File: src/rtl/fc_pkg.sv
// Shared definitions for the fully-connected score path.
// Defaults, class index width and argmax FSM states.
package fc_pkg;

  localparam int NUM_CLASSES = 4;
  localparam int SCORE_W     = 32;
  localparam int CLASS_W     = $clog2(NUM_CLASSES);

  typedef enum logic [1:0] {
    IDLE = 2'd0,
    SCAN = 2'd1,
    HOLD = 2'd2
  } state_t;

endpackage

File: src/rtl/fc_argmax_decoder_if.sv
// Frame-in / result-out handshake bundle for the argmax decoder.
// Optional margin signal present when ARGMAX_MARGIN_EN is defined.
interface fc_argmax_decoder_if #(
  parameter int NUM_CLASSES = fc_pkg::NUM_CLASSES,
  parameter int SCORE_W     = fc_pkg::SCORE_W,
  parameter int CNT_W       = 16
);

  localparam int CW = $clog2(NUM_CLASSES);

  logic                           in_valid;
  logic                           in_ready;
  logic [NUM_CLASSES*SCORE_W-1:0] scores_in;
  logic                           out_valid;
  logic                           out_ready;
  logic [CW-1:0]                  class_idx;
  logic [SCORE_W-1:0]             max_score;
  logic [CNT_W-1:0]               dec_count;
`ifdef ARGMAX_MARGIN_EN
  logic [SCORE_W-1:0]             margin;
`endif

  modport master (
    output in_valid,
    output scores_in,
    output out_ready,
    input  in_ready,
    input  out_valid,
    input  class_idx,
    input  max_score,
`ifdef ARGMAX_MARGIN_EN
    input  margin,
`endif
    input  dec_count
  );

  modport slave (
    input  in_valid,
    input  scores_in,
    input  out_ready,
    output in_ready,
    output out_valid,
    output class_idx,
    output max_score,
`ifdef ARGMAX_MARGIN_EN
    output margin,
`endif
    output dec_count
  );

endinterface

File: src/rtl/fc_cmp_stage.sv
// One argmax step: fold a score into {best, best_idx[, second]}.
// Strict greater-than keeps the lower index on ties.
module fc_cmp_stage #(
  parameter int SCORE_W = fc_pkg::SCORE_W,
  parameter int CW      = fc_pkg::CLASS_W
) (
  input  logic [SCORE_W-1:0] score,
  input  logic [CW-1:0]      idx,
  input  logic [SCORE_W-1:0] best_i,
  input  logic [CW-1:0]      bidx_i,
`ifdef ARGMAX_MARGIN_EN
  input  logic [SCORE_W-1:0] second_i,
  output logic [SCORE_W-1:0] second_o,
`endif
  output logic [SCORE_W-1:0] best_o,
  output logic [CW-1:0]      bidx_o
);

  // New best displaces old best into second place
  always_comb begin
    best_o = best_i;
    bidx_o = bidx_i;
`ifdef ARGMAX_MARGIN_EN
    second_o = second_i;
`endif
    if (score > best_i) begin
      best_o = score;
      bidx_o = idx;
`ifdef ARGMAX_MARGIN_EN
      second_o = best_i;
    end else if (score > second_i) begin
      second_o = score;
`endif
    end
  end

endmodule

File: src/rtl/fc_argmax_decoder.sv
// Sequential argmax over one frame of class scores, one per cycle.
// Build option ARGMAX_MARGIN_EN adds the best-minus-second margin.
module fc_argmax_decoder #(
  parameter int NUM_CLASSES = fc_pkg::NUM_CLASSES,
  parameter int SCORE_W     = fc_pkg::SCORE_W,
  parameter int CNT_W       = 16
) (
  input logic              clk,
  input logic              rst_n,
  fc_argmax_decoder_if.slave bus
);

  import fc_pkg::*;

  localparam int CW = $clog2(NUM_CLASSES);
  localparam logic [CW-1:0] LAST = CW'(NUM_CLASSES - 1);

  state_t state_q;
  state_t state_d;

  logic [SCORE_W-1:0] sc_q [NUM_CLASSES];
  logic [CW-1:0]      idx_q;
  logic [SCORE_W-1:0] best_q;
  logic [CW-1:0]      bidx_q;
  logic [CW-1:0]      cls_q;
  logic [SCORE_W-1:0] max_q;
  logic [CNT_W-1:0]   cnt_q;

  logic [SCORE_W-1:0] best_n;
  logic [CW-1:0]      bidx_n;

`ifdef ARGMAX_MARGIN_EN
  logic [SCORE_W-1:0] sec_q;
  logic [SCORE_W-1:0] sec_n;
  logic [SCORE_W-1:0] mrg_q;
`endif

  logic accept;
  logic release_q;
  logic last;

  assign accept    = bus.in_valid && (state_q == IDLE);
  assign release_q = bus.out_ready && (state_q == HOLD);
  assign last      = (idx_q == LAST);

  fc_cmp_stage #(
    .SCORE_W (SCORE_W),
    .CW      (CW)
  ) u_cmp (
    .score    (sc_q[idx_q]),
    .idx      (idx_q),
    .best_i   (best_q),
    .bidx_i   (bidx_q),
`ifdef ARGMAX_MARGIN_EN
    .second_i (sec_q),
    .second_o (sec_n),
`endif
    .best_o   (best_n),
    .bidx_o   (bidx_n)
  );

  // FSM state register
  always_ff @(posedge clk or negedge rst_n) begin
    if (!rst_n) state_q <= IDLE;
    else        state_q <= state_d;
  end

  // FSM next-state: capture, scan all classes, hold until taken
  always_comb begin
    state_d = state_q;
    unique case (1'b1)
      (state_q == IDLE): if (bus.in_valid) state_d = SCAN;
      (state_q == SCAN): if (last) state_d = HOLD;
      (state_q == HOLD): if (bus.out_ready) state_d = IDLE;
      default:           state_d = IDLE;
    endcase
  end

  // Frame capture, running best and result registers
  always_ff @(posedge clk or negedge rst_n) begin
    if (!rst_n) begin
      for (int k = 0; k < NUM_CLASSES; k++) sc_q[k] <= '0;
      idx_q  <= '0;
      best_q <= '0;
      bidx_q <= '0;
      cls_q  <= '0;
      max_q  <= '0;
`ifdef ARGMAX_MARGIN_EN
      sec_q  <= '0;
      mrg_q  <= '0;
`endif
    end else if (accept) begin
      for (int k = 0; k < NUM_CLASSES; k++)
        sc_q[k] <= bus.scores_in[k*SCORE_W +: SCORE_W];
      best_q <= bus.scores_in[SCORE_W-1:0];
      bidx_q <= '0;
      idx_q  <= CW'(1);
`ifdef ARGMAX_MARGIN_EN
      sec_q  <= '0;
`endif
    end else if (state_q == SCAN) begin
      best_q <= best_n;
      bidx_q <= bidx_n;
      idx_q  <= idx_q + CW'(1);
`ifdef ARGMAX_MARGIN_EN
      sec_q  <= sec_n;
`endif
      if (last) begin
        cls_q <= bidx_n;
        max_q <= best_n;
`ifdef ARGMAX_MARGIN_EN
        mrg_q <= best_n - sec_n;
`endif
      end
    end
  end

  // Count results taken downstream, wrapping silently
  always_ff @(posedge clk or negedge rst_n) begin
    if (!rst_n)         cnt_q <= '0;
    else if (release_q) cnt_q <= cnt_q + CNT_W'(1);
  end

  assign bus.in_ready  = (state_q == IDLE);
  assign bus.out_valid = (state_q == HOLD);
  assign bus.class_idx = cls_q;
  assign bus.max_score = max_q;
  assign bus.dec_count = cnt_q;
`ifdef ARGMAX_MARGIN_EN
  assign bus.margin    = mrg_q;
`endif

endmodule

File: src/flat_wrapper.sv
// flat-port wrapper written by rule: the top's interface ports become plain ports
module fc_argmax_decoder_flat import fc_pkg::*;
#(
  parameter int NUM_CLASSES = fc_pkg::NUM_CLASSES,
  parameter int SCORE_W     = fc_pkg::SCORE_W,
  parameter int CNT_W       = 16
)
  (clk, rst_n, bus_in_valid, bus_scores_in, bus_out_ready, bus_in_ready, bus_out_valid, bus_class_idx, bus_max_score, bus_dec_count);
  fc_argmax_decoder_if #(.NUM_CLASSES(NUM_CLASSES), .SCORE_W(SCORE_W), .CNT_W(CNT_W)) bus_i ();
  input logic clk;
  input logic rst_n;
  input wire logic [$bits(bus_i.in_valid)-1:0] bus_in_valid;
  input wire logic [$bits(bus_i.scores_in)-1:0] bus_scores_in;
  input wire logic [$bits(bus_i.out_ready)-1:0] bus_out_ready;
  output wire logic [$bits(bus_i.in_ready)-1:0] bus_in_ready;
  output wire logic [$bits(bus_i.out_valid)-1:0] bus_out_valid;
  output wire logic [$bits(bus_i.class_idx)-1:0] bus_class_idx;
  output wire logic [$bits(bus_i.max_score)-1:0] bus_max_score;
  output wire logic [$bits(bus_i.dec_count)-1:0] bus_dec_count;
  assign bus_i.in_valid = bus_in_valid;
  assign bus_i.scores_in = bus_scores_in;
  assign bus_i.out_ready = bus_out_ready;
  assign bus_in_ready = bus_i.in_ready;
  assign bus_out_valid = bus_i.out_valid;
  assign bus_class_idx = bus_i.class_idx;
  assign bus_max_score = bus_i.max_score;
  assign bus_dec_count = bus_i.dec_count;
  fc_argmax_decoder #(.NUM_CLASSES(NUM_CLASSES), .SCORE_W(SCORE_W), .CNT_W(CNT_W)) u_core (.clk(clk), .rst_n(rst_n), .bus(bus_i));
endmodule
File: config.mk
export PLATFORM = sky130hd
export DESIGN_NAME = fc_argmax_decoder_flat
export DESIGN_NICKNAME = d
export VERILOG_FILES = /design/src/rtl/fc_pkg.sv /design/src/rtl/fc_argmax_decoder_if.sv /design/src/rtl/fc_cmp_stage.sv /design/src/rtl/fc_argmax_decoder.sv /design/src/flat_wrapper.sv
export SDC_FILE = /design/constraint.sdc
export NUM_CORES = 1
export LEC_CHECK = 0
export BUFFER_PORTS_ARGS = -buffer_cell sky130_fd_sc_hd__buf_2
export CAP_MARGIN = 30
export CORE_MARGIN = 2
export CORE_UTILIZATION = 55
export DETAILED_ROUTE_END_ITERATION = 10
export PLACE_DENSITY_LB_ADDON = 0.15
export SYNTH_ARGS = -nofsm -noshare
export SYNTH_HDL_FRONTEND = slang
export SYNTH_SLANG_ARGS = --single-unit
File: constraint.sdc
create_clock -name clk -period 8.87 [get_ports clk]
set_input_delay 1.774 -clock clk [delete_from_list [all_inputs] [get_ports clk]]
set_output_delay 1.774 -clock clk [all_outputs]
set_load 0.01 [all_outputs]
==> results of run 1 <==
## registers in the layout (all words and copies together) (netlist names)
name,cells
u_core.bus.class_idx,2
u_core.best_q,32
u_core.bus.dec_count,16
u_core.state_q,2
u_core.sc_q,128
u_core.idx_q,2
u_core.bidx_q,2
u_core.bus.max_score,32
## metrics by stage
step	hold WS (ps)	instances	setup slack (ps)	power (mW)	cell area, sq um
2_1_floorplan	440.1	1126	5633	3.593	10530
3_3_place_gp	453.1	1476	4522	4.167	11480
3_5_place_dp	458.1	1481	4652	4.397	11610
4_1_cts	469.7	1519	4648	5.315	12290
5_1_grt	486.3	1519	4349	5.735	12290
6_report	460.4	1519	4643	5.296	12290
## metal layers
metal,track usage,vias up,part of all wire
met5,0,-,0
met3,0.03264,39,0.055
met2,0.4259,268,0.48
li1,-,4092,-
met1,0.3574,4113,0.44
met4,0.06618,0,0.022
## worst min-delay path by stage
stage | to | slack, ps | depth (start not counted)
after floorplan | u_core.sc_q[32] | 440 | 2
after global placement | u_core.sc_q[50] | 450 | 2
after detailed placement | u_core.sc_q[55] | 460 | 2
after CTS | u_core.bus.dec_count[15] | 470 | 1
after global routing | u_core.bus.dec_count[15] | 490 | 1
final | u_core.bus.dec_count[15] | 460 | 1
## kinds of logic after synthesis
kind of cell               after synthesis  share of synthesized area
muxes                                   35                    0.07025
adders and majority gates               34                    0.04041
AOI/OAI and AO/OA                      168                     0.1026
DFF                                    216                     0.5135
buffers and inverters                  110                    0.04493
xor gates and xnor gates                15                    0.01248
and+or+nand+nor                        548                     0.2159
## power groups by stage
stage | logic [mW] | clock network, mW | registers (mW)
after floorplan | 1.93 | 0 | 1.67
after global placement | 2.43 | 0 | 1.73
after detailed placement | 2.65 | 0 | 1.74
after CTS | 2.69 | 0.893 | 1.73
after global routing | 3.01 | 0.942 | 1.78
final | 2.68 | 0.881 | 1.74
## critical path, cell delays in order (launching register included)
cell     delay [ps]
dfrtp_2         340
buf_4           560
mux4_2          630
ha_1            330
nand4_1         230
nor4_1          500
nor2b_2         300
o31a_2          620
buf_16          250
nor4_1           70
a211o_1         270
## final cells by class
| cell class | count | area (sq um) | share of cell area |
|---|---|---|---|
| Tap cell | 234 | 292.8 | 0.02382 |
| Sequential cell | 216 | 5408 | 0.4400 |
| Multi-Input combinational cell | 800 | 4671 | 0.3801 |
| Timing Repair Buffer | 195 | 1109 | 0.09021 |
| Clock buffer | 32 | 639.4 | 0.05203 |
| Inverter | 36 | 135.1 | 0.01100 |
| Clock inverter | 6 | 35.03 | 0.002851 |
## cells in the final DEF (no fill, tap or decap), types with 2 or more instances in the layout
cell type	count
a21o_1	3
a21oi_1	15
a22o_1	2
a31oi_1	33
and2_1	32
buf_16	4
buf_2	182
buf_4	7
clkbuf_1	6
clkbuf_16	23
clkbuf_8	3
clkinv_2	4
clkinvlp_4	2
dfrtp_1	214
dfrtp_2	2
ha_1	34
inv_1	36
mux2i_1	3
mux4_2	31
nand2_1	407
nand2b_1	2
nand3_1	40
nand4_1	10
nor2_1	41
nor2b_2	2
nor4_1	2
o211ai_1	2
o21a_1	2
o21ai_0	58
o21ai_1	12
o311ai_0	4
o311ai_1	27
xnor2_1	12
xor2_1	3
==> key figures, run 1 <==
Critical path
  • Critical Path End Type: flop
  • Crit path launch type: flop
  • Worst EP required: approximately 9000 ps
  • R2r setup slk: 4640 ps
  • Reg2reg start: u_core.idx_q[0]
  • Reg-to-reg critical path endpoint: u_core.bus.max_score[30]
  • Crit path capture: u_core.bus.max_score[30]
  • Worst R2R Path Depth: 10
  • CP Data Arrival Time: between 4000 and 5000 ps
  • CP Launch Point: u_core.idx_q[0]
  • Critical path type: flop to flop
  • Critical-path maximum fanout: 38

Power
  • Reg power frac: 0.328
  • LEAKAGE: 6.156 nW
  • VDD IR-drop max: 0.0003238 V
  • Net Sw Power: 2.238 mW
  • Combinational power share: 0.506
  • Clock Power Share: 0.166
  • Power density over the cells: 430.9 mW/mm^2
  • Switch share: 0.4226
  • Cell Int Power: around 3.1 mW

Synth
  • Yosys cell types: 49
  • Synth top cells by count: nand2_1, dfrtp_1, o21ai_0
  • Syn Area/Cell: ~9.3 sq um
  • Yosys top cell area share: 0.5135
  • Mapped Cells: about 1,100
  • Top post-synthesis cells by area: dfrtp_1, nand2_1, mux4_2, ha_1, o21ai_0
  • Post-synthesis cell area: 0.01053 sq mm
  • Ys Warns: 0
  • Ys async rst share: 1.000
  • Dominant synthesized flop cell: dfrtp_1
  • #FFs+latches synth: 216
  • EDFF count, synth: 0
  • Seq/Total Area, Yosys: 0.5135
  • Syn nets: ~1,300
  • Top-count cell post-synth: nand2_1
  • Yosys top cell by area: dfrtp_1

Flow run
  • Max-cap violations: 0

Finish
  • Fill cells: roughly 1,600
  • Layout cells sized above 1: 0.2140
  • Ant diodes: 0
  • Final core utilization: 0.6548
  • Nets: 1,438
  • Area Growth Syn to Fin: 16.75%

Timing
  • Minimum clock period after layout: 4227 ps
  • Final count of hold timing violations: 0
  • RSZ-0062 raised after global routing: false
  • Worst Clk Skew: 13.23 ps
  • TNS Setup: 0 ps
  • Peak Freq: 236.6 MHz
  • Period utilisation layout: 0.4766
  • Setup violations, final: 0
  • Count of pins over their slew limit: 0
  • Worst-Margin Slew: 1023 ps
  • Slew HR: 0.3183

Routing
  • DRC Markers: 0
  • Detail Route Antenna Nets: 0
  • Avg WL per Cell: ~17 um
  • First-pass DRT Iterations: 5
  • WL final: 25,330 um
  • Drt via density: about 5.6
  • Detailed Route Iter0 Violations: a little over 600
  • Vias post-DR: 8,512

Clock network
  • Cts bufs inserted: 23
  • PostCTS Resize Cnt: 0
  • Clock transition at path regs: 60 ps
  • H-tree depth: 1
  • CTS Hold Bufs: 0
  • CTS tree: built
  • Worst skew pair latency: 500 ps
  • Clk root buf: clkbuf_16
  • Post-CTS setup repair buffer count: 0
  • CTS sink cnt: 216
  • Max clock buf depth: 3

Floorplanning
  • Core Area: 0.01877 sq mm
  • DIE AREA: between 0.02 and 0.025 sq mm
  • Die X: 142.3 um
  • Die Span Y: 142.3 um
  • Io pins: 184
  • Row count: 50
  • Starting Density: 0.5609

Place
  • Port Buffers: 183
  • Detailed Place HPWL: 16,600 um
  • Routability Congestion: 0.8104

Global routing
  • Antenna violations before repair: 0
  • Global-route wire length before repair: 41,480 um
  • Vias in the first global route: 8,299
  • GRT Total Usage: 0.2549
  • Gr ovfl total: 0
  • Largest net degree at the start of global routing: between 100 and 150

Hold path
  • Worst hold-check path type: flop to flop
  • HP Start: u_core.bus.dec_count[15]

Outcome
  • Status: finished, final reports clean
No activity file was read; power rests on OpenSTA's default activity.
==> run 2, diff against run 1 <==
--- a/config.mk
+++ b/config.mk
@@ -8,7 +8,7 @@
 export BUFFER_PORTS_ARGS = -buffer_cell sky130_fd_sc_hd__buf_2
 export CAP_MARGIN = 30
 export CORE_MARGIN = 2
-export CORE_UTILIZATION = 55
+export CORE_UTILIZATION = 51
 export DETAILED_ROUTE_END_ITERATION = 10
 export PLACE_DENSITY_LB_ADDON = 0.15
 export SYNTH_ARGS = -nofsm -noshare
==> constraint.sdc (replaced) <==
create_clock -name clk -period 3.8 [get_ports clk]
set_input_delay 0.76 -clock clk [delete_from_list [all_inputs] [get_ports clk]]
set_output_delay 0.76 -clock clk [all_outputs]
set_load 0.01 [all_outputs]
==> run 2 against run 1 <==
Clock skew down 4.6 ps. Worst setup slack worse by 4400 ps. Non-clock buffer count up 7. Sequential power up 130%. Worst hold slack worse by 210 ps. Flip-flop and latch count unchanged. Sequential share of layout area down 0.75 points. Clock-buffer cell count down 2. Global-route usage down 1.1 points. Fmax up 19%. Cell area up 1.8%. Critical endpoint is now u_core.best_q[20]. Largest power group unchanged.
==> key figures, run 2 (synthesized netlist as in run 1, its figures left out) <==
Finish
  • Final core utilization: 0.6182
  • Non-Filler Instances: 1,566
  • Nets: 1,446
  • Max reg flops: between 100 and 150
  • Layout cells sized above 1: 0.2230
  • Biggest register: u_core.sc_q
  • Commonest non-fill, non-tap cell in the layout: nand2_1
  • Ant diodes: 0
  • Finished Cell Area: between 0.01 and 0.015 sq mm
  • Commonest non-fill, non-tap cells in the layout: nand2_1, dfrtp_1, buf_2
  • Area Growth Syn to Fin: 18.83%

Routing
  • Drt via density: 5.445
  • Vias post-DR: 8,527
  • Detailed Route Iter0 Violations: 550
  • WL final: 26,000 um
  • DRC Markers: 0
  • First-pass DRT Iterations: 5
  • Detail Route Antenna Nets: 0
  • Avg WL per Cell: 16.60 um

Power
  • Combinational power share: 0.496
  • Power density over the cells: 1004 mW/mm^2
  • Reg power frac: 0.320
  • Net Sw Power: 5.266 mW
  • Clock Power Share: 0.184
  • LEAKAGE: 6.250 nW
  • Cell Int Power: 7.296 mW
  • VDD IR-drop max: 0.0007686 V
  • Switch share: 0.4192

Clock network
  • Clk root buf: clkbuf_16
  • Cts bufs inserted: 24
  • Clock transition at path regs: 60 ps
  • CTS sink cnt: around 220
  • CTS tree: built
  • Max clock buf depth: 3
  • H-tree depth: 1
  • Post-CTS setup repair buffer count: 0
  • Worst skew pair latency: 510 ps
  • CTS Hold Bufs: 0
  • PostCTS Resize Cnt: 0

Outcome
  • Status: finished, final reports clean

Timing
  • Setup violations, final: 0
  • Minimum clock period after layout: 3540 ps
  • RSZ-0062 raised after global routing: false
  • Worst-Margin Slew: 799.1 ps
  • TNS Setup: 0 ps
  • Period utilisation layout: 0.9315
  • Slew HR: 0.4673
  • Peak Freq: around 280 MHz
  • Final count of hold timing violations: 0
  • Worst Clk Skew: 8.660 ps
  • Count of pins over their slew limit: 0

Critical path
  • Worst EP required: 4200 ps
  • Critical-path maximum fanout: 18
  • Critical path type: flop to flop
  • CP Data Arrival Time: roughly 3900 ps
  • Crit path launch type: flop
  • Critical Path End Type: flop
  • R2r setup slk: 260 ps

Floorplanning
  • Starting Density: 0.5202
  • Core Area: just over 0.02 sq mm
  • DIE AREA: 0.02181 sq mm
  • Die Span Y: 147.7 um
  • Row count: 52
  • Io pins: 184
  • Die X: 147.7 um

Place
  • Placed Instances: 1,524
  • Routability Congestion: 0.8228
  • Port Buffers: 183
  • Placed Area: around 0.012 sq mm
  • Detailed Place HPWL: 17,490 um

Global routing
  • Gr ovfl total: 0
  • Largest net degree at the start of global routing: 99
  • Global-route wire length before repair: about 43,000 um
  • Antenna violations before repair: 0
  • Vias in the first global route: 8,661
  • GRT Total Usage: 0.2443

Hold path
  • Worst hold-check path type: primary input to async pin

Flow run
  • Max-cap violations: 0
-- run 2: cell types whose count changed in the layout (fill, tap and decap cells not counted), sizes merged --
cell / previous run / this run
clkbuf: 32 / 30
inv: 36 / 37
bufinv: 0 / 2
clkinv: 4 / 7
buf: 195 / 202
-- run 2: final timing paths --
| kind | depth (start not counted) | end | startpoint |
|---|---|---|---|
| worst max-delay path | 10 | u_core.best_q[20] | u_core.idx_q[1] |
| worst min-delay path | 1 | u_core.sc_q[88] | rst_n |
| worst max register to register | 10 | u_core.best_q[20] | u_core.idx_q[1] |
| worst min register to register | 1 | u_core.bus.dec_count[15] | u_core.bus.dec_count[15] |
| max in group asynchronous | 2 | u_core.sc_q[94] | rst_n |
| min in group clk | 3 | u_core.sc_q[40] | bus_scores_in[72] |
-- run 2: cell type report --
| class | count | area (sq um) |
|---|---|---|
| Clock buffer | 30 | 664.4 |
| Clock inverter | 12 | 121.4 |
| Fill cell | 1748 | 7726 |
| Inverter | 36 | 135.1 |
| Multi-Input combinational cell | 800 | 4671 |
| Sequential cell | 216 | 5410 |
| Tap cell | 270 | 337.8 |
| Timing Repair Buffer | 202 | 1169 |
-- run 2: power by group through the flow --
| stage | clock, mW | combinational (mW) | sequential, mW |
|---|---|---|---|
| finish | 2.32 | 6.23 | 4.02 |
| global route | 2.45 | 6.99 | 4.14 |
| CTS | 2.36 | 6.25 | 4.01 |
| detailed placement | 0 | 6.21 | 4.04 |
| global placement | 0 | 5.95 | 4.01 |
| floorplan | 0 | 4.50 | 3.89 |
-- run 2: layer usage --
metal	vias to the layer above	routed length, um	track usage
li1	4098	-	-
met2	253	12670	0.4158
met5	-	0	0
met4	0	887	0.08750
met3	60	1311	0.03457
met1	4116	11130	0.3223
-- run 2: critical path, cell delays in order, from the launching register on --
cell and delay (ps):
dfrtp_4 610, buf_4 260, mux4_2 360, ha_1 320
nand4_1 200, nor4_2 450, nand2_1 190, o21ai_4 280
a21oi_4 210, buf_4 250, o311ai_1 270
-- run 2: per-stage QoR --
stage	power (mW)	hold WS, ps	setup slack [ps]
finish	12.56	245.7	260.2
global route	13.58	334.8	34.21
CTS	12.62	310.3	210.1
detailed placement	10.25	458.5	217.1
global placement	9.968	453.4	128.1
floorplan	8.386	440.1	562.6
==> run 3, diff against run 2 <==
--- a/config.mk
+++ b/config.mk
@@ -5,10 +5,11 @@
 export SDC_FILE = /design/constraint.sdc
 export NUM_CORES = 1
 export LEC_CHECK = 0
+export ABC_AREA = 1
 export BUFFER_PORTS_ARGS = -buffer_cell sky130_fd_sc_hd__buf_2
 export CAP_MARGIN = 30
 export CORE_MARGIN = 2
-export CORE_UTILIZATION = 51
+export CORE_UTILIZATION = 55
 export DETAILED_ROUTE_END_ITERATION = 10
 export PLACE_DENSITY_LB_ADDON = 0.15
 export SYNTH_ARGS = -nofsm -noshare
==> constraint.sdc (replaced) <==
create_clock -name clk -period 3.3 [get_ports clk]
set_input_delay 0.66 -clock clk [delete_from_list [all_inputs] [get_ports clk]]
set_output_delay 0.66 -clock clk [all_outputs]
set_load 0.01 [all_outputs]
==> run 3 against run 2 <==
Worst setup slack got worse by 13 ps. Sequential share of layout area decreased by 2.7 points. Cell count increased by 25%. Critical path type unchanged. Largest power group unchanged. Highest routed layer unchanged.
==> key figures, run 3 <==
Outcome
  • Status: finished, final reports clean

Clock network
  • Max clock buf depth: 3
  • CTS sink cnt: 216
  • H-tree depth: 1
  • CTS Hold Bufs: 0
  • CTS tree: built
  • Clk root buf: clkbuf_16
  • Worst skew pair latency: ~520 ps
  • Post-CTS setup repair buffer count: 0
  • Cts bufs inserted: 24
  • Clock transition at path regs: approximately 60 ps
  • PostCTS Resize Cnt: 0

Synth
  • Ys async rst share: 1.000
  • #FFs+latches synth: 216
  • Top-count cell post-synth: nand2_1
  • Mapped Cells: 1,513
  • Yosys top cell area share: 0.4810
  • Syn Area/Cell: ~7.4 sq um
  • Syn nets: 1,679
  • Yosys top cell by area: dfrtp_1
  • Seq/Total Area, Yosys: 0.4810
  • Ys Warns: 0
  • Synth top cells by count: nand2_1, inv_1, dfrtp_1
  • Top post-synthesis cells by area: dfrtp_1, nand2_1, inv_1, nand3_1, ha_1
  • Yosys cell types: 31
  • EDFF count, synth: 0
  • Post-synthesis cell area: roughly 0.011 sq mm
  • Dominant synthesized flop cell: dfrtp_1

Global routing
  • GRT Total Usage: 0.2628
  • Global-route wire length before repair: about 47,000 um
  • Antenna violations before repair: 0
  • Vias in the first global route: approximately 9,700
  • Gr ovfl total: 0
  • Largest net degree at the start of global routing: 213

Timing
  • Final count of hold timing violations: 0
  • Count of pins over their slew limit: 0
  • Worst Clk Skew: 11.57 ps
  • Worst-Margin Slew: 856.5 ps
  • Period utilisation layout: 0.9251
  • Setup violations, final: 0
  • Peak Freq: 327.6 MHz
  • RSZ-0062 raised after global routing: false
  • Slew HR: 0.4290
  • TNS Setup: 0 ps
  • Minimum clock period after layout: 3053 ps

Routing
  • Vias post-DR: 9,992
  • First-pass DRT Iterations: 5
  • Drt via density: 5.095
  • Detailed Route Iter0 Violations: 627
  • WL final: 28,100 um
  • DRC Markers: 0
  • Detail Route Antenna Nets: 0
  • Avg WL per Cell: between 10 and 15 um

Critical path
  • Critical path type: flop to flop
  • Cell Chain, Critical Path: clkinv_1, buf_4, nand2_1, a32oi_1, ha_1, nand2_1, nor2_1, nand2_1, nor3b_2, nand2_1, nand2_2, buf_4, nand3_1, nand3_1, a21oi_1
  • Reg2reg start: u_core.idx_q[0]
  • CP dominant cell by count: nand2_1
  • Peak per-stage delay on the critical path: 430 ps
  • Critical path's slowest cell: dfrtp_4
  • Critical-path maximum fanout: 20
  • CP Data Arrival Time: around 3500 ps
  • Crit path launch type: flop
  • WP buf/inv: 3
  • CP Launch Point: u_core.idx_q[0]
  • Worst EP required: 3700 ps
  • Largest delay contributor family on the critical path: simple AND/OR/NAND/NOR gates
  • Critical Path End Type: flop

Finish
  • Commonest non-fill, non-tap cell in the layout: nand2_1
  • Biggest register: u_core.sc_q
  • Nets: 1,839
  • Commonest non-fill, non-tap cells in the layout: nand2_1, inv_1, dfrtp_1
  • Non-Filler Instances: 1,961
  • Final core utilization: 0.6609
  • Finished Cell Area: 0.01333 sq mm
  • Area Growth Syn to Fin: 18.62%
  • Max reg flops: 128
  • Layout cells sized above 1: 0.1591
  • Ant diodes: 0

Floorplanning
  • Die X: 146.9 um
  • Row count: 52
  • Die Span Y: about 150 um
  • Core Area: 0.02017 sq mm
  • DIE AREA: about 0.022 sq mm
  • Starting Density: 0.5572
  • Io pins: 184

Place
  • Routability Congestion: 0.8234
  • Placed Area: 0.01246 sq mm
  • Detailed Place HPWL: 18,570 um
  • Placed Instances: 1,917
  • Port Buffers: 183

Flow run
  • Max-cap violations: 0

Power
  • Clock Power Share: 0.194
  • Power density over the cells: 1134 mW/mm^2
  • VDD IR-drop max: about 0.00060 V
  • Cell Int Power: 8.422 mW
  • Net Sw Power: between 6 and 7 mW
  • Switch share: 0.4431
  • Reg power frac: 0.304
  • Combinational power share: 0.502
  • LEAKAGE: 7.687 nW
  • Total power: 15.12 mW

Hold path
  • Worst hold-check path type: primary input to async pin
-- run 3: cell types whose count changed after synthesis, moves of 31 or more --
| cell | change |
|---|---|
| and2_1 | -34 |
| a32oi_1 | +31 |
| mux4_2 | -31 |
| nand2_1 | +166 |
| nand3_1 | +65 |
| inv_1 | +204 |
| a31oi_1 | -33 |
| a21oi_1 | +66 |
-- run 3: layout make-up --
cell class	instances	area [sq um]
clock buffer	29	660.6
clock inverter	15	214.0
fill	1818	6839
tap	270	337.8
inverter	245	920.9
multi-input combinational	977	4592
timing repair buffer	209	1196
sequential	216	5409
-- run 3: path summary, 6_finish.rpt --
kind                                            endpoint  slack (ps)  cells after the start
worst max register to register          u_core.best_q[8]         250                     15
worst min-delay path            u_core.bus.max_score[27]         130                      1
min in group clk                         u_core.sc_q[75]         330                      3
worst min register to register  u_core.bus.dec_count[15]         470                      1
worst max-delay path                    u_core.best_q[8]         250                     15
max in group asynchronous               u_core.sc_q[109]        2260                      2
-- run 3: stage by stage --
stage	hold slack [ps]	worst slack, ps
5_1_grt	160.5	19.92
4_1_cts	150.5	259.6
3_3_place_gp	460.4	382.6
2_1_floorplan	364.4	751.3
6_report	130.0	247.3
3_5_place_dp	464.6	294.4
-- run 3: cell families after synthesis --
logic type / Yosys count / synth area share
AOI/OAI and AO/OA: 186 / 0.09352
xor gates and xnor gates: 11 / 0.008572
adders and majority gates: 34 / 0.03785
buffers and inverters: 320 / 0.1116
DFF: 216 / 0.4810
muxes: 1 / 0.001002
and+or+nand+nor: 745 / 0.2665
-- run 3: layer usage --
layer	global-route usage	vias up	wire, um
met2	0.4354	253	13260
met5	0	-	0
met3	0.03168	46	1377
li1	-	4995	-
met1	0.3696	4698	12890
met4	0.07308	0	575
-- run 3: worst register-to-register path: stages, from the launching register on --
cell and delay [ps]:
dfrtp_4 430, clkinv_1 310, buf_4 300, nand2_1 70, a32oi_1 90, ha_1 330, nand2_1 70, nor2_1 140
nand2_1 110, nor3b_2 250, nand2_1 100, nand2_2 100, buf_4 300, nand3_1 160, nand3_1 110, a21oi_1 80
-- run 3: power groups by stage --
stage | logic, mW | registers, mW | clock network, mW
after floorplan | 5.41 | 4.49 | 0
after global placement | 7.27 | 4.60 | 0
after detailed placement | 7.51 | 4.61 | 0
after CTS | 7.58 | 4.59 | 2.97
after global routing | 8.68 | 4.72 | 3.08
final | 7.59 | 4.60 | 2.93
